$ cat src/rtl/display_scan_mux_pkg.sv
// Shared constants, types and helpers for the seven-segment scan multiplexer.
// Digit count, anode/decimal-point idle levels and slot index width live here.
package display_scan_mux_pkg;

  localparam int NUM_DIGITS = 4;
  localparam int IDX_W      = 2;

  localparam logic [NUM_DIGITS-1:0] AN_ALL_OFF = 4'b1111;
  localparam logic                  DP_OFF     = 1'b1;

  typedef logic [IDX_W-1:0] idx_t;

  localparam idx_t IDX_LAST = IDX_W'(NUM_DIGITS - 1);

  // One displayable frame: four nibbles plus their decimal-point requests.
  typedef struct packed {
    logic [4*NUM_DIGITS-1:0] value;
    logic [NUM_DIGITS-1:0]   dp;
  } frame_t;

  function automatic int cnt_width(input int div);
    return (div > 1) ? $clog2(div) : 1;
  endfunction

  function automatic logic [NUM_DIGITS-1:0] anode_for(input idx_t idx);
    return ~(NUM_DIGITS'(1) << idx);
  endfunction

endpackage

$ cat src/rtl/display_scan_mux_prescaler.sv
// Slot-rate prescaler: free-running 0..DIV-1 counter with a tick on the last count.
// Count is exported so the parent can place its guard window without a second counter.
module refresh_prescaler
  import display_scan_mux_pkg::*;
#(
  parameter  int CLK_HZ     = 100_000_000,
  parameter  int REFRESH_HZ = 1000,
  localparam int DIV        = CLK_HZ / REFRESH_HZ,
  localparam int CNT_W      = cnt_width(DIV)
) (
  input  logic             Clk,
  input  logic             Reset,
  output logic             Tick,
  output logic [CNT_W-1:0] Count
);

  localparam logic [CNT_W-1:0] LAST = CNT_W'(DIV - 1);

  assign Tick = (Count == LAST);

  always_ff @(posedge Clk or posedge Reset) begin
    if (Reset) begin
      Count <= '0;
    end else if (Tick) begin
      Count <= '0;
    end else begin
      Count <= Count + CNT_W'(1);
    end
  end

endmodule

$ cat src/rtl/display_scan_mux.sv
// Four-digit seven-segment scan multiplexer: frame-synchronous shadow update,
// leading-zero blanking and an all-anodes-off guard at the start of every slot.
module display_scan_mux
  import display_scan_mux_pkg::*;
#(
  parameter int CLK_HZ       = 100_000_000,
  parameter int REFRESH_HZ   = 1000,
  parameter int GUARD_CYCLES = 16
) (
  input  logic                    Clk,
  input  logic                    Reset,
  input  logic [4*NUM_DIGITS-1:0] Value,
  input  logic [NUM_DIGITS-1:0]   DpIn,
  input  logic                    Load,
  input  logic                    BlankLeadZero,
  output logic [3:0]              HexVal,
  output logic                    Dp,
  output logic [NUM_DIGITS-1:0]   An,
  output logic                    FrameStart
);

  localparam int CNT_W = cnt_width(CLK_HZ / REFRESH_HZ);
  localparam logic [CNT_W-1:0] GUARD_END = CNT_W'(GUARD_CYCLES);

  logic             tick;
  logic [CNT_W-1:0] count;

  idx_t   idx_reg;
  frame_t pending_reg;
  frame_t shadow_reg;
  logic   pend_flag_reg;
  logic   blank_reg;
  logic   wrap_reg;

  frame_t                load_frame;
  logic                  boundary;
  logic                  lit;
  logic [NUM_DIGITS-1:0] dark;

  refresh_prescaler #(
    .CLK_HZ     (CLK_HZ),
    .REFRESH_HZ (REFRESH_HZ)
  ) u_prescaler (
    .Clk   (Clk),
    .Reset (Reset),
    .Tick  (tick),
    .Count (count)
  );

  assign load_frame = {Value, DpIn};
  assign boundary   = tick && (idx_reg == IDX_LAST);

  // A digit goes dark only when it and every digit to its left carry neither a
  // nonzero nibble nor a decimal point; the rightmost digit always shows.
  assign dark[0] = 1'b0;
  for (genvar gi = 1; gi < NUM_DIGITS; gi++) begin : g_dark
    assign dark[gi] = blank_reg
                   && (shadow_reg.value[4*NUM_DIGITS-1:4*gi] == '0)
                   && (shadow_reg.dp[NUM_DIGITS-1:gi] == '0);
  end

  assign lit = (count >= GUARD_END) && !dark[idx_reg];

  always_ff @(posedge Clk or posedge Reset) begin
    if (Reset) begin
      idx_reg       <= '0;
      pending_reg   <= '0;
      shadow_reg    <= '0;
      pend_flag_reg <= 1'b0;
      blank_reg     <= 1'b0;
      wrap_reg      <= 1'b0;
    end else begin
      wrap_reg <= boundary;
      if (tick) begin
        idx_reg   <= idx_reg + IDX_W'(1);
        blank_reg <= BlankLeadZero;
      end
      // Shadow only changes at the 3->0 wrap so a frame is never torn.
      if (boundary) begin
        if (Load) begin
          shadow_reg <= load_frame;
        end else if (pend_flag_reg) begin
          shadow_reg <= pending_reg;
        end
        pend_flag_reg <= 1'b0;
      end else if (Load) begin
        pending_reg   <= load_frame;
        pend_flag_reg <= 1'b1;
      end
    end
  end

  always_ff @(posedge Clk or posedge Reset) begin
    if (Reset) begin
      HexVal     <= 4'h0;
      Dp         <= DP_OFF;
      An         <= AN_ALL_OFF;
      FrameStart <= 1'b0;
    end else begin
      HexVal     <= shadow_reg.value[{idx_reg, 2'b00} +: 4];
      Dp         <= ~shadow_reg.dp[idx_reg];
      An         <= lit ? anode_for(idx_reg) : AN_ALL_OFF;
      FrameStart <= wrap_reg;
    end
  end

endmodule
$ cat config.mk
export PLATFORM = sky130hd
export DESIGN_NAME = display_scan_mux
export DESIGN_NICKNAME = d
export VERILOG_FILES = /design/src/rtl/display_scan_mux_pkg.sv /design/src/rtl/display_scan_mux_prescaler.sv /design/src/rtl/display_scan_mux.sv
export SDC_FILE = /design/constraint.sdc
export NUM_CORES = 1
export LEC_CHECK = 0
export ABC_AREA = 1
export BUFFER_PORTS_ARGS = -buffer_cell sky130_fd_sc_hd__buf_2
export CAP_MARGIN = 20
export CELL_PAD_IN_SITES_DETAIL_PLACEMENT = 1
export CELL_PAD_IN_SITES_GLOBAL_PLACEMENT = 1
export CORE_MARGIN = 3
export CORE_UTILIZATION = 44
export DETAILED_ROUTE_END_ITERATION = 8
export HOLD_SLACK_MARGIN = 0.02
export PLACE_DENSITY_LB_ADDON = 0.1
export SYNTH_ARGS = -nofsm -noshare
export SYNTH_HDL_FRONTEND = slang
export SYNTH_HIERARCHICAL = 1
export SYNTH_SLANG_ARGS = --single-unit
$ cat constraint.sdc
create_clock -name Clk -period 2.9 [get_ports Clk]
set_clock_uncertainty 0.2 [all_clocks]
set_input_delay 0.58 -clock Clk [delete_from_list [all_inputs] [get_ports Clk]]
set_output_delay 0.58 -clock Clk [all_outputs]
set_load 0.01 [all_outputs]
==> results of run 1 <==
[power groups by stage]
stage	Clock [mW]	Combinational (mW)	Sequential, mW
after CTS	0.815	0.136	1.08
after detailed placement	0	0.136	1.10
after global placement	0	0.131	1.09
final	0.794	0.132	1.08
after floorplan	0	0.0896	1.09
after global routing	0.863	0.154	1.08
[stage by stage]
step / std cells / hold slack (ns) / power [mW]
floorplan: 399 / 0.131 / 1.18
global placement: 523 / 0.142 / 1.23
detailed placement: 523 / 0.151 / 1.23
CTS: 539 / 0.136 / 2.03
global route: 539 / 0.167 / 2.10
finish: 539 / 0.119 / 2.00
[worst register-to-register path, stage by stage, from the launching register on]
cell and delay, ns:
dfrtp_1 0.40, ha_1 0.20, nand2_1 0.07, inv_2 0.08
nand2_1 0.06, nor2_2 0.12, nand2_1 0.14, inv_2 0.20
nand2_2 0.13, a21oi_4 0.12, buf_4 0.36, nor2_1 0.11
a31oi_1 0.20
[cell families after synthesis]
| logic type | count (synthesis) | share of synthesized area |
|---|---|---|
| DFF | 72 | 0.528 |
| buffers and inverters | 62 | 0.0768 |
| adders and majority gates | 5 | 0.0183 |
| muxes | 13 | 0.0428 |
| and+or+nand+nor | 180 | 0.216 |
| AOI/OAI and AO/OA | 62 | 0.105 |
| xor gates and xnor gates | 5 | 0.0128 |
[worst max path at each step]
stage,startpoint,to,cells past startpoint
after floorplan,Reset,FrameStart$_DFF_PP0_,1
after global placement,u_prescaler/Count[0]$_DFF_PP0_,shadow_reg[12]$_DFFE_PP0P_,12
after detailed placement,u_prescaler/Count[0]$_DFF_PP0_,shadow_reg[1]$_DFFE_PP0P_,12
after CTS,u_prescaler/Count[0]$_DFF_PP0_,shadow_reg[1]$_DFFE_PP0P_,12
after global routing,u_prescaler/Count[0]$_DFF_PP0_,shadow_reg[1]$_DFFE_PP0P_,12
final,u_prescaler/Count[0]$_DFF_PP0_,shadow_reg[1]$_DFFE_PP0P_,12
[cell usage in the layout (no fill, tap or decap), types with 4 or more instances in the layout]
| master | instances |
|---|---|
| a21oi_1 | 8 |
| a31oi_1 | 13 |
| buf_2 | 33 |
| buf_4 | 4 |
| clkbuf_8 | 9 |
| clkinvlp_4 | 4 |
| dfrtp_1 | 67 |
| dfstp_2 | 5 |
| ha_1 | 5 |
| inv_1 | 45 |
| inv_2 | 5 |
| mux2_2 | 13 |
| nand2_1 | 86 |
| nand3_1 | 20 |
| nor2_1 | 60 |
| nor2_2 | 4 |
| o211ai_1 | 7 |
| o21ai_0 | 27 |
| xor2_1 | 5 |
[layer usage]
| metal | GRT usage | vias to the layer above | routed length, microns |
|---|---|---|---|
| met3 | 0.0489 | 10 | 243 |
| met1 | 0.282 | 1320 | 4060 |
| li1 | - | 1350 | - |
| met4 | 0.0566 | 0 | 106 |
| met5 | 0 | - | 0 |
| met2 | 0.304 | 42 | 3560 |
[cell type report]
cell class / instances / area [sq um]
Fill cell: 889 / 3550
Clock buffer: 10 / 128
Sequential cell: 72 / 1810
Multi-Input combinational cell: 265 / 1350
Inverter: 50 / 188
Timing Repair Buffer: 37 / 195
Clock inverter: 6 / 68.8
Tap cell: 99 / 124
==> reports/summary.txt, run 1 <==
Status - completed
Ratio of cells with drive above 1 in the final layout - 0.191
Synth Flop Type - dfrtp_1
Buf/Inv on CP - 3
Most used cell along the critical path - nand2_1
Peak Freq - 402 MHz
Setup WS pre-CTS - 0.405 ns
IO buf count - 33
Synth top cells by count - nand2_1 (86), dfrtp_1 (67), nor2_1 (60)
Internal - 1.50 mW
Root Buffer - clkbuf_8
CP delay by family, top - buffers and inverters
Leakage power - 1.94 nW
Antenna diodes - 0
Slew of the pin with the lowest slew margin - 0.714 ns
Switching power - 499 uW
Yosys Warn Count - 6
Cell Area, Synth - 3420 sq um
Combinational group share of total power - 0.066
Worst Reg2Reg Path Length in Cells - 12
Crit path time final - 2.49 ns
Post-synth EDFFs - 0
TritonCTS buffer count - 9
Vias/cell - 5.05
Worst R2R Setup Slack - 0.41 ns
# setup viols final - 0
Total GRT Usage - 0.199
CTS H-Tree Depth - 3
Worst-skew pair later-pin latency - 0.35 ns
Vias in the first global route - 2750
Pin count of the biggest net entering global routing - 41
Aggregate routed wire length - 7970 microns
Flop pwr share - 0.538
Pwr dens - 519 nW/um^2
Post-CTS sizing - 0
CTS tree - yes
Clock power share - 0.396
Async S/R FF share, synth - 1.00
DRT Pass-1 Iters - 4
Initial antenna violation count - 0
First-pass GRT wire length - 13600 microns
Core Region - 7410 sq um
Synth area leader - dfrtp_1
Average wire per standard cell - 14.8 microns
Count leader, synth - nand2_1
Area post-placement - 3670 sq um
Syn Area/Cell - 8.58 sq um
GRT overflow - 0
Final HPWL DP - 5750 microns
Mapped Cells - 399
Hold Violations, Final - 0
Type of origin of the critical path - flip-flop
FP Rows - 31
Sequential fraction of the synthesis area - 0.528
CP required - 2.96 ns
Clk pin slew, worst setup/hold paths - 0.08 ns
Postcts setup bufs - 0
Reg2reg start - u_prescaler/Count[0]$_DFF_PP0_
Yosys reg bits - 72
RSZ-0062 raised after global routing - false
Synth-to-Final Area Change - 12.9%
Die footprint - 8870 sq um
Slowest stage delay, CP - 0.40 ns
Ports - 34
Initial DRC Count - 116
Clock sink total - 72
CTS hold repair buffers - 0
Relative slew slack - 0.523
Reg-to-reg endpoint - shadow_reg[1]$_DFFE_PP0P_
Die width - 94.2 microns
Switching Share - 0.249
DRC errors left - 0
Final Cycle Share - 0.857
Tightest Hold Check Type - primary input to asynchronous set/reset pin
Crit-path cells - ha_1 > nand2_1 > inv_2 > nand2_1 > nor2_2 > nand2_1 > inv_2 > nand2_2 > a21oi_4 > buf_4 > nor2_1 > a31oi_1
Final Core Density - 0.521
Crit. End Element - flip-flop
Gpl congestion - 0.827
Kind of critical path - flip-flop to flip-flop
Via count - 2722
Worst VDD drop - 0.258 mV
Fin area - 3860 sq um
Antenna-violating nets left - 0
Slew Limit Fails - 0
Fin Setup TNS - 0 ns
Max FO, Critical Path - 40
Max cap viols - 0
Setup ws final - 0.415 ns
Area fraction of the dominant cell type after synthesis - 0.490
Post-synthesis cell type count - 28
Slowest CP cell - dfrtp_1
Synth top area cells - dfrtp_1 (49%), nand2_1 (9.4%), nor2_1 (6.6%)
Worst path arrival time - 2.55 ns
Nets@finish - 464
Die H - 94.2 microns
Initial Util - 0.462
Max clock buf depth - 2
Syn Nets - 428
(Power assumes the default switching activity.)
==> inputs of run 2 (changes only) <==
Settings changed: CORE_UTILIZATION 44 to 46, CTS_BUF_LIST set to sky130_fd_sc_hd__clkbuf_2.
==> run 2 against run 1 <==
Net effect:
- total power fell by 5.9%
- via count rose by 0.26%
- clock power fell by 16%
- combinational power rose by 4%
- final area fell by 1.1%
- register-to-register slack lost 0.02 ns
- global-route usage grew 1.5 points
- sequential share of layout area up 0.52 points
- sequential power hardly changed
- critical path depth unchanged
- setup slack got worse by 0.017 ns
==> reports/summary.txt, run 2 (same netlist as run 1, synthesis figures left out) <==
TritonCTS buffer count - 9
Most used cell along the critical path - nand2_1
Leakage power - 1.94 nW
Initial antenna violation count - 0
DRC errors left - 0
Max clock buf depth - 2
Slowest stage delay, CP - 0.44 ns
Met1 WL - 3940 microns
Pin count of the biggest net entering global routing - 41
First-pass GRT wire length - 14200 microns
Max cap viols - 0
Crit. End Element - flip-flop
Core Region - 7020 sq um
Met2 WL post-DR - 3850 microns
Die footprint - 8510 sq um
Final HPWL DP - 6090 microns
Total GRT Usage - 0.215
Via count - 2729
Die H - 92.3 microns
Status - completed
Average wire per standard cell - 15.3 microns
IO buf count - 33
Vias/cell - 5.07
Die width - 92.3 microns
Root Buffer - clkbuf_2
Nets@finish - 466
Most common library cell in the layout ignoring fill and taps - nand2_1
Gpl congestion - 0.907
Final Cycle Share - 0.863
FP Rows - 30
CTS H-Tree Depth - 3
Clock sink total - 72
Most frequent cells in the layout - nand2_1 (86), dfrtp_1 (67), nor2_1 (60)
Aggregate routed wire length - 8210 microns
CP delay by family, top - buffers and inverters
Max FO, Critical Path - 40
CTS tree - yes
Peak Freq - 400 MHz
Synth-to-Final Area Change - 11.6%
Fill cells - 904
Clk pin slew, worst setup/hold paths - 0.22 ns
Postcts setup bufs - 0
Initial DRC Count - 109
Worst-skew pair later-pin latency - 0.51 ns
Initial Util - 0.488
Pwr dens - 494 nW/um^2
Tightest Hold Check Type - primary input to flip-flop
Slew Limit Fails - 0
DRT Pass-1 Iters - 4
Slew of the pin with the lowest slew margin - 0.717 ns
Crit path time final - 2.50 ns
CP required - 3.14 ns
Antenna diodes - 0
Kind of critical path - flip-flop to flip-flop
Ratio of cells with drive above 1 in the final layout - 0.195
Antenna-violating nets left - 0
Type of origin of the critical path - flip-flop
Ports - 34
# setup viols final - 0
Vias in the first global route - 2872
Overall Power - 1.89 mW
Slowest CP cell - dfrtp_1
Post-CTS sizing - 0
Fin Setup TNS - 0 ns
GRT overflow - 0
Worst path arrival time - 2.74 ns
Buf/Inv on CP - 3
Relative slew slack - 0.521
RSZ-0062 raised after global routing - false
WL met3 - 322 microns
Hold Violations, Final - 0
DR top layer - met4
Crit-path cells - ha_1 > nand2_1 > inv_2 > nand2_1 > nor2_2 > nand2_1 > inv_2 > nand2_2 > a21oi_4 > buf_4 > o211ai_1 > o21ai_0
CTS hold repair buffers - 1
Worst VDD drop - 0.259 mV
==> run 2: cell count changes in the layout (fill, tap and decap cells not counted), sizes merged <==
cell and delta:
clkinv +3, clkbuf -1, dlygate4sd3 +1, clkinvlp -3
bufinv +1, buf +1
==> run 2: where the power goes <==
| part | internal (mW) | switching, mW |
|---|---|---|
| clock network | 0.287 | 0.382 |
| registers | 1.05 | 0.0284 |
| logic | 0.0559 | 0.0810 |
| total | 1.39 | 0.491 |
==> run 2: path summary, 6_finish.rpt <==
path	start	endpoint	slack, ns	cells past startpoint
worst max-delay path	u_prescaler/Count[0]$_DFF_PP0_	shadow_reg[8]$_DFFE_PP0P_	0.40	12
worst min-delay path	Value[6]	pending_reg[10]$_DFFE_PP0P_	0.1	2
worst max register to register	u_prescaler/Count[0]$_DFF_PP0_	shadow_reg[8]$_DFFE_PP0P_	0.40	12
worst min register to register	wrap_reg$_DFF_PP0_	FrameStart$_DFF_PP0_	0.16	0
max in group asynchronous	Reset	pending_reg[15]$_DFFE_PP0P_	1.27	4
min in group asynchronous	Reset	u_prescaler/Count[1]$_DFF_PP0_	0.51	3
==> run 2: layout make-up <==
type	count	area, sq um	area share
clock buffer	9	45.0	0.0118
clock inverter	7	95.1	0.0249
inverter	50	188	0.0491
multi-input combinational	265	1350	0.354
sequential	72	1810	0.473
tap	96	120	0.0314
timing repair buffer	39	213	0.0557
==> run 2: layer usage <==
layer  global-route usage  vias up
li1                     -     1353
met1                0.299     1318
met2                0.336       50
met3               0.0443        8
met4               0.0693        0
met5                    0        -
==> run 2: through the flow <==
stage	hold WS [ns]	instance area, sq um	instances	worst slack [ns]	utilization
2_1_floorplan	0.131	3420	399	0.785	-
3_3_place_gp	0.136	3670	521	0.588	0.523
3_5_place_dp	0.136	3670	521	0.387	0.523
4_1_cts	0.0484	3820	538	0.347	0.544
5_1_grt	0.0288	3820	538	0.111	0.544
6_report	0.0973	3820	538	0.398	0.544
==> inputs of run 3 (changes only) <==
Settings changed: CORE_UTILIZATION 46 to 30, CTS_BUF_LIST sky130_fd_sc_hd__clkbuf_2 to not set.
==> run 3 against run 2 <==
Net effect:
- die area grew 50%
- non-clock buffer count shrank 1
- largest cell class unchanged
- sequential cell count is the same
- via count shrank 0.55%
- clock power grew 67%
- total power grew 24%
- first-iteration DRC count shrank 24%
- highest routed layer unchanged
- register-to-register slack gained 0.08 ns
- critical path depth shrank 2
- utilization shrank 18 points
- maximum frequency grew 3.5%
- setup slack gained 0.085 ns
==> reports/summary.txt, run 3 (same netlist as run 1, synthesis figures left out) <==
CP delay by family, top - simple AND/OR/NAND/NOR gates
Initial antenna violation count - 0
Core Region - 11000 sq um
Clock sink total - 72
Clk pin slew, worst setup/hold paths - 0.06 ns
Pwr dens - 578 nW/um^2
Slew of the pin with the lowest slew margin - 0.738 ns
Die H - 113 microns
Hold Violations, Final - 0
DRT Pass-1 Iters - 4
Buf/Inv on CP - 2
Ports - 34
CP required - 2.92 ns
CTS tree - yes
Die footprint - 12700 sq um
Crit-path cells - ha_1 > nand2_1 > inv_2 > nand2_1 > nor2_2 > nand2_1 > inv_2 > nand2_2 > nand2_4 > mux2_2
Worst VDD drop - 0.340 mV
CTS hold repair buffers - 0
Reg-to-reg endpoint - pending_reg[5]$_DFFE_PP0P_
Root Buffer - clkbuf_16
Die width - 113 microns
Vias/cell - 4.67
Max FO, Critical Path - 27
RSZ-0062 raised after global routing - false
Final Core Density - 0.368
Relative slew slack - 0.507
Gpl congestion - 0.776
Synth-to-Final Area Change - 18.0%
Crit path time final - 2.42 ns
Tightest Hold Check Type - primary input to asynchronous set/reset pin
Status - completed
CTS H-Tree Depth - 3
Max clock buf depth - 2
Slowest CP cell - dfrtp_1
DRC errors left - 0
First-pass GRT wire length - 15100 microns
TritonCTS buffer count - 9
Worst Reg2Reg Path Length in Cells - 10
Average wire per standard cell - 15.2 microns
Antenna diodes - 0
Worst Setup EP - pending_reg[5]$_DFFE_PP0P_
Total GRT Usage - 0.151
Type of origin of the critical path - flip-flop
Worst R2R Setup Slack - 0.48 ns
# setup viols final - 0
Worst-skew pair later-pin latency - 0.34 ns
Slowest stage delay, CP - 0.39 ns
FP Rows - 38
GRT overflow - 0
Worst setup path startpoint - u_prescaler/Count[0]$_DFF_PP0_
Leakage power - 2.00 nW
Vias in the first global route - 2864
Most used cell along the critical path - nand2_1
Crit. End Element - flip-flop
Slew Limit Fails - 0
Final Cycle Share - 0.833
IO buf count - 33
Max cap viols - 0
Post-CTS sizing - 0
Aggregate routed wire length - 8810 microns
Antenna-violating nets left - 0
Peak Freq - 414 MHz
Reg2reg start - u_prescaler/Count[0]$_DFF_PP0_
Most common library cell in the layout ignoring fill and taps - nand2_1
Initial DRC Count - 83
Most frequent cells in the layout - nand2_1 (86), dfrtp_1 (67), nor2_1 (60)
Pin count of the biggest net entering global routing - 41
Via count - 2714
WP depth - 10
Initial Util - 0.312
Final HPWL DP - 6300 microns
Fin Setup TNS - 0 ns
Worst path arrival time - 2.43 ns
Ratio of cells with drive above 1 in the final layout - 0.193
Nets@finish - 465
Postcts setup bufs - 0
Kind of critical path - flip-flop to flip-flop
run 3: layout make-up:
type | count | area, sq um
timing repair buffer | 38 | 215
fill | 1316 | 6950
sequential | 72 | 1810
multi-input combinational | 265 | 1350
clock buffer | 11 | 243
tap | 140 | 175
clock inverter | 5 | 56.3
inverter | 50 | 188
run 3: worst reg2reg max path, stage by stage, from the launching register on:
cell,delay [ns]
dfrtp_1,0.39
ha_1,0.20
nand2_1,0.08
inv_2,0.08
nand2_1,0.07
nor2_2,0.11
nand2_1,0.14
inv_2,0.20
nand2_2,0.14
nand2_4,0.32
mux2_2,0.38
run 3: where the power goes:
part	total, mW	switching [mW]	internal [mW]
clock network	1.12	0.430	0.688
logic	0.135	0.0804	0.0550
registers	1.08	0.0269	1.05
total	2.33	0.537	1.79
run 3: metal layers:
layer	track usage	share of wire	up-vias
li1	-	-	1351
met1	0.219	0.50	1313
met2	0.217	0.44	37
met3	0.0374	0.042	13
met4	0.0577	0.017	0
met5	0	0	-
run 3: how the worst min path moves through the flow:
stage                     cells after the start               start  slack (ns)                     endpoint
after global placement                        0  wrap_reg$_DFF_PP0_        0.14         FrameStart$_DFF_PP0_
after floorplan                               0  wrap_reg$_DFF_PP0_        0.13         FrameStart$_DFF_PP0_
after CTS                                     2               Reset        0.07   pending_reg[7]$_DFFE_PP0P_
after detailed placement                      0  wrap_reg$_DFF_PP0_        0.15         FrameStart$_DFF_PP0_
final                                         2               Reset        0.06  pending_reg[11]$_DFFE_PP0P_
after global routing                          2               Reset        0.09  pending_reg[11]$_DFFE_PP0P_
run 3: metrics by stage:
step | worst slack, ns | hold WS (ns) | total power [mW] | std cells | area, sq um
6_report | 0.483 | 0.0642 | 2.33 | 581 | 4040
5_1_grt | 0.239 | 0.0901 | 2.45 | 581 | 4040
4_1_cts | 0.471 | 0.0716 | 2.37 | 581 | 4040
3_5_place_dp | 0.472 | 0.146 | 1.24 | 565 | 3740
3_3_place_gp | 0.541 | 0.137 | 1.23 | 565 | 3740
2_1_floorplan | 0.785 | 0.131 | 1.18 | 399 | 3420
